[src/rtl/fifo_ram_ctrl_if.sv]
// Push/pop request and RAM-control bundle for fifo_ram_ctrl.
// Master = producer/consumer side, slave = the FIFO controller.
interface fifo_ram_ctrl_if #(
    parameter int unsigned ADDR_WIDTH = 8
);
    localparam int unsigned CW = ADDR_WIDTH + 1;

    logic                  push;
    logic                  pop;
    logic                  wr;
    logic                  rd;
    logic [ADDR_WIDTH-1:0] w_addr;
    logic [ADDR_WIDTH-1:0] r_addr;
    logic                  rd_valid;
    logic                  full;
    logic                  empty;
    logic [CW-1:0]         count;
    logic                  overflow;
    logic                  underflow;
    logic                  almost_full;
    logic                  almost_empty;

    modport master (
        output push, pop,
        input  wr, rd, w_addr, r_addr, rd_valid, full, empty, count,
               overflow, underflow, almost_full, almost_empty
    );

    modport slave (
        input  push, pop,
        output wr, rd, w_addr, r_addr, rd_valid, full, empty, count,
               overflow, underflow, almost_full, almost_empty
    );
endinterface

[src/rtl/fifo_ram_ctrl.sv]
// Control unit turning a dual-port 2**ADDR_WIDTH x 8 RAM into a synchronous FIFO.
// Optional almost_full/almost_empty decode enabled by defining FIFO_ALMOST_FLAGS_EN.
module fifo_ram_ctrl #(
    parameter int unsigned ADDR_WIDTH = 8,
    parameter int unsigned AFULL_TH   = 240,
    parameter int unsigned AEMPTY_TH  = 16
) (
    input  logic                clk,
    input  logic                reset,
    fifo_ram_ctrl_if.slave      bus
);
    localparam int unsigned DEPTH = 1 << ADDR_WIDTH;
    localparam int unsigned CW    = ADDR_WIDTH + 1;

    // Thresholds beyond the RAM depth would make a flag unreachable or stuck.
    if (AFULL_TH > DEPTH || AEMPTY_TH > DEPTH) begin : g_bad_th
        $error("fifo_ram_ctrl: almost thresholds exceed DEPTH");
    end

    logic [ADDR_WIDTH-1:0] r_wptr;
    logic [ADDR_WIDTH-1:0] r_rptr;
    logic [CW-1:0]         r_count;
    logic                  r_rd_valid;
    logic                  r_overflow;
    logic                  r_underflow;

    logic w_full;
    logic w_empty;
    logic w_wr;
    logic w_rd;

    // Status decoded purely from the registered count, so glitch-free.
    assign w_full  = (r_count == CW'(DEPTH));
    assign w_empty = (r_count == '0);

    // Accept decisions use current state only; no bypass through a simultaneous op.
    assign w_wr = bus.push & ~w_full;
    assign w_rd = bus.pop  & ~w_empty;

    always_ff @(posedge clk) begin
        if (reset) begin
            r_wptr      <= '0;
            r_rptr      <= '0;
            r_count     <= '0;
            r_rd_valid  <= 1'b0;
            r_overflow  <= 1'b0;
            r_underflow <= 1'b0;
        end else begin
            if (w_wr) begin
                r_wptr <= r_wptr + ADDR_WIDTH'(1);
            end
            if (w_rd) begin
                r_rptr <= r_rptr + ADDR_WIDTH'(1);
            end
            case ({w_wr, w_rd})
                2'b10:   r_count <= r_count + CW'(1);
                2'b01:   r_count <= r_count - CW'(1);
                default: r_count <= r_count;
            endcase
            // RAM registers r_data on the same edge, so valid follows rd by one cycle.
            r_rd_valid  <= w_rd;
            r_overflow  <= r_overflow  | (bus.push & w_full);
            r_underflow <= r_underflow | (bus.pop  & w_empty);
        end
    end

    assign bus.wr        = w_wr;
    assign bus.rd        = w_rd;
    assign bus.w_addr    = r_wptr;
    assign bus.r_addr    = r_rptr;
    assign bus.rd_valid  = r_rd_valid;
    assign bus.full      = w_full;
    assign bus.empty     = w_empty;
    assign bus.count     = r_count;
    assign bus.overflow  = r_overflow;
    assign bus.underflow = r_underflow;

`ifdef FIFO_ALMOST_FLAGS_EN
    assign bus.almost_full  = (r_count >= CW'(AFULL_TH));
    assign bus.almost_empty = (r_count <= CW'(AEMPTY_TH));
`else
    assign bus.almost_full  = 1'b0;
    assign bus.almost_empty = 1'b0;
`endif

endmodule

[src/flat_wrapper.sv]
// flat-port wrapper written by rule: the top's interface ports become plain ports
module fifo_ram_ctrl_flat 
#(
    parameter int unsigned ADDR_WIDTH = 8,
    parameter int unsigned AFULL_TH   = 240,
    parameter int unsigned AEMPTY_TH  = 16
)
  (clk, reset, bus_push, bus_pop, bus_wr, bus_rd, bus_w_addr, bus_r_addr, bus_rd_valid, bus_full, bus_empty, bus_count, bus_overflow, bus_underflow, bus_almost_full, bus_almost_empty);
  fifo_ram_ctrl_if #(.ADDR_WIDTH(ADDR_WIDTH)) bus_i ();
  input  logic clk;
  input  logic reset;
  input wire logic [$bits(bus_i.push)-1:0] bus_push;
  input wire logic [$bits(bus_i.pop)-1:0] bus_pop;
  output wire logic [$bits(bus_i.wr)-1:0] bus_wr;
  output wire logic [$bits(bus_i.rd)-1:0] bus_rd;
  output wire logic [$bits(bus_i.w_addr)-1:0] bus_w_addr;
  output wire logic [$bits(bus_i.r_addr)-1:0] bus_r_addr;
  output wire logic [$bits(bus_i.rd_valid)-1:0] bus_rd_valid;
  output wire logic [$bits(bus_i.full)-1:0] bus_full;
  output wire logic [$bits(bus_i.empty)-1:0] bus_empty;
  output wire logic [$bits(bus_i.count)-1:0] bus_count;
  output wire logic [$bits(bus_i.overflow)-1:0] bus_overflow;
  output wire logic [$bits(bus_i.underflow)-1:0] bus_underflow;
  output wire logic [$bits(bus_i.almost_full)-1:0] bus_almost_full;
  output wire logic [$bits(bus_i.almost_empty)-1:0] bus_almost_empty;
  assign bus_i.push = bus_push;
  assign bus_i.pop = bus_pop;
  assign bus_wr = bus_i.wr;
  assign bus_rd = bus_i.rd;
  assign bus_w_addr = bus_i.w_addr;
  assign bus_r_addr = bus_i.r_addr;
  assign bus_rd_valid = bus_i.rd_valid;
  assign bus_full = bus_i.full;
  assign bus_empty = bus_i.empty;
  assign bus_count = bus_i.count;
  assign bus_overflow = bus_i.overflow;
  assign bus_underflow = bus_i.underflow;
  assign bus_almost_full = bus_i.almost_full;
  assign bus_almost_empty = bus_i.almost_empty;
  fifo_ram_ctrl #(.ADDR_WIDTH(ADDR_WIDTH), .AFULL_TH(AFULL_TH), .AEMPTY_TH(AEMPTY_TH)) u_core (.clk(clk), .reset(reset), .bus(bus_i));
endmodule
[config.mk]
export PLATFORM = sky130hd
export DESIGN_NAME = fifo_ram_ctrl_flat
export DESIGN_NICKNAME = d
export VERILOG_FILES = /design/src/rtl/fifo_ram_ctrl_if.sv /design/src/rtl/fifo_ram_ctrl.sv /design/src/flat_wrapper.sv
export SDC_FILE = /design/constraint.sdc
export NUM_CORES = 1
export LEC_CHECK = 0
export CAP_MARGIN = 10
export CORE_MARGIN = 5
export CORE_UTILIZATION = 44
export CTS_CLUSTER_SIZE = 10
export DETAILED_ROUTE_END_ITERATION = 10
export HOLD_SLACK_MARGIN = 0.12
export PLACE_DENSITY = 0.73
export REMOVE_ABC_BUFFERS = 1
export SLEW_MARGIN = 20
export SYNTH_ARGS = -nofsm -noshare
export SYNTH_HDL_FRONTEND = slang
export SYNTH_SLANG_ARGS = --single-unit
[constraint.sdc]
create_clock -name clk -period 3.3 [get_ports clk]
set_input_delay 0.66 -clock clk [delete_from_list [all_inputs] [get_ports clk]]
set_output_delay 0.66 -clock clk [all_outputs]
set_load 0.02 [all_outputs]
==> impl_metrics.yaml <==
critical_path:
  cp.arrival_ns: 3.38
  cp_max_fo: 8
  ff2ff_path_depth: 11
  endpoint_kind: "register"
  r2r-end: "u_core.bus.count[8]$_SDFFE_PP0P_"
  r2r_slack_ns: 0.15
  critPathKind: "reg -> reg"
  worstPathRequired_ns: 3.54
  r2r-start: "u_core.bus.count[4]$_SDFFE_PP0P_"
  cp-start-kind: "register"
  crit_start: "u_core.bus.count[4]$_SDFFE_PP0P_"
sta:
  period_minus_slack_ns: 3.15
  setup_viol: 0
  hold_viol: 0
  fin_ws_ns: 0.152
  final.setup_skew_ns: 0.00219
  period_share_pct: 95.4
  max_freq_mhz: 318
  slew_headroom_pct: 64.0
  drv_slew: 0
  worst_pin_slew_ns: 0.536
finish:
  layout_common_cells: "clkdlybuf4s50_1 (35), nor2_1 (32), dfxtp_1 (28)"
  diodes: 0
  fillers: 280
  final_common_cell: "clkdlybuf4s50_1"
  drive_gt1_share_pct: 11.1
  final_cells: 263
  area_growth_pct: 33.4
  final_util_pct: 60.6
  fin_nets: 233
logic_synthesis:
  synth_top_cell_by_area: "dfxtp_1"
  yosysTopAreaCellShare_pct: 37.3
  synth_top_family_by_area: "simple AND/OR/NAND/NOR gates"
  syn_area_mm2: 0.00150
  muxShareOfSynthArea_pct: 4.08
  postSynthCellCount: 173
  synthSimpleGateAreaFrac_pct: 21.5
  synth_adder_area_share_pct: 9.65
  synthDistinctLibCells: 38
  yosys_warnings: 0
  ys_ff_latch: 28
  synth_xor_area_share_pct: 10.5
  synth_area_leaders: "dfxtp_1 (37%), ha_1 (8.3%), nor2_1 (8.0%), xor2_1 (6.4%), xnor2_1 (4.1%)"
  synth_compound_area_share_pct: 11.8
  synth-seq-area-share_pct: 37.3
  syn_avg_cell_area_um2: 8.69
route:
  vias: 1352
  drt_wl_total_mm: 3.42
  drt-pass1-iter-count: 4
  via_per_inst: 5.14
  post-route-drc-count: 0
  drt_iter0_drc: 66
  ant_nets: 0
  wl_per_cell_um: 13.0
power_and_ir_drop:
  pwr-share-seq_pct: 26.9
  p_int_w: 0.00108
  power_frac_clock_pct: 8.7
  combinationalPowerShare_pct: 64.4
  swShare_pct: 44.7
  p_sw_w: 0.000873
  leakage_nw: 0.823
  power_density_mw_per_mm2: 973
  power_w: 0.00195
  irDropWorstVdd_mv: 0.501
clock_network:
  clkTransAtPathRegs_ns: 0.15
  cts_resized: 0
  cts_setup_buffers: 0
  ctsLongestPathBuffers: 2
  holdBufCountCts: 0
  htreeDepth: 1
  cts_made_buffers: 3
  cts_root_buf: "clkbuf_4"
  cts_tree: "built"
  clk_latency_ns: 0.32
  clock_sinks: 28
floorplan:
  io_pins: 38
  dieArea_mm2: 0.00469
  initial_utilization_pct: 45.4
  rows: 21
  coreArea_mm2: 0.00331
  chipWidth_um: 68.5
  die_h_um: 68.5
hold_path:
  min_path_type: "reg -> reg"
  holdPathEnd: "u_core.bus.overflow$_SDFF_PP0_"
  min_path_cells: 2
  hp-start: "u_core.bus.overflow$_SDFF_PP0_"
placement:
  numPortBuffers: 35
  post-place-ws_ns: -0.0667
  dp.cells: 259
  place_congestion: 0.794
  dp_hpwl_mm: 2.59
run_status:
  status: "complete, no violations"
grt:
  gr-usage-all-layers_pct: 15.6
  grt_pass1_vias: 1335
  grt_max_degree: 35
  grt_pass1_wl_mm: 5.69
  antenna_found_initial: 0
  overflow: 0
flow_run:
  cap_violations: 0
metal layers:
metal	track usage, %	wire length [um]
met5	0	0
met4	5.71	30
met3	2.63	188
met2	27.8	1670
met1	18.6	1530
layout make-up:
class | instances | area (um2) | share of cell area (%)
inverter | 8 | 32.5 | 1.62
sequential | 28 | 561 | 27.9
multi-input combinational | 131 | 886 | 44.2
clock buffer | 4 | 36.3 | 1.81
timing repair buffer | 46 | 433 | 21.6
tap | 46 | 57.6 | 2.87
worst max-delay path: stages (launching register included):
cell,delay (ns)
dfxtp_1,0.40
or4_4,0.57
o31ai_4,0.29
inv_4,0.04
ha_1,0.31
buf_4,0.19
ha_1,0.32
nand2b_1,0.07
a21oi_1,0.18
a21o_1,0.15
mux2i_1,0.20
mux2_2,0.34
logic make-up (layout without fill, tap and decap cells):
family | Yosys count | count (layout)
other cells | 1 | 2
fa+ha+maj | 11 | 11
buf+inv | 15 | 58
simple gates | 68 | 68
mux | 6 | 6
flops | 28 | 28
compound gates | 26 | 26
xor+xnor | 18 | 18
power by group through the flow:
stage | clock network (W) | logic [W] | registers (W)
after floorplan | 0 | 0.000682 | 0.000591
after global placement | 0 | 0.00121 | 0.000513
after detailed placement | 0 | 0.00124 | 0.000520
after CTS | 0.000175 | 0.00125 | 0.000512
after global routing | 0.000186 | 0.00138 | 0.000536
final | 0.000171 | 0.00126 | 0.000524
Yosys cell counts:
cell and count:
xor2_1 11, or4_4 2, inv_4 1, o21ai_0 3
nand2_1 13, fa_1 1, buf_4 2, nor3_1 3
dfxtp_1 28, nor4_1 4, a31o_2 1, xnor2_1 7
o31a_1 1, nor2_1 32, a21oi_1 10, a21o_1 4
and3_1 1, inv_1 7, buf_6 1, conb_1 1
mux2_2 1, or3_2 1, a311oi_1 1, clkbuf_1 4
nand4_1 3, mux2i_1 5, nand2b_1 1, nand3b_1 1
ha_1 10, o31ai_4 1, a31oi_1 2, nand3_1 4
nor3b_1 1, and4_1 1, o21a_1 1, or4b_1 1
o31ai_1 1, o211ai_1 1
worst max-delay path by stage:
stage                                       end  cells past startpoint  slack, ns
3_5_place_dp   u_core.bus.count[8]$_SDFFE_PP0P_                     11      -0.07
4_1_cts        u_core.bus.count[8]$_SDFFE_PP0P_                     11       0.11
3_3_place_gp   u_core.bus.count[8]$_SDFFE_PP0P_                     11       0.05
6_report       u_core.bus.count[8]$_SDFFE_PP0P_                     11       0.15
5_1_grt        u_core.bus.count[8]$_SDFFE_PP0P_                     11     -0.007
2_1_floorplan  u_core.bus.count[8]$_SDFFE_PP0P_                     11       0.03
flip-flops by register name, indices dropped and copies added (netlist names):
signal                cells
u_core.bus.r_addr         8
u_core.bus.underflow      1
u_core.bus.count          9
u_core.bus.overflow       1
u_core.bus.rd_valid       1
u_core.bus.w_addr         8
per-stage QoR:
step                TNS (ns)  hold WS, ns  cell area (um2)
floorplan                  0        0.552             1470
global placement           0        0.448             1960
detailed placement   -0.0667        0.462             1960
CTS                        0        0.497             1990
global route        -0.00659        0.539             2010
finish                     0        0.495             2010
No activity file was read; power rests on OpenSTA's default activity.
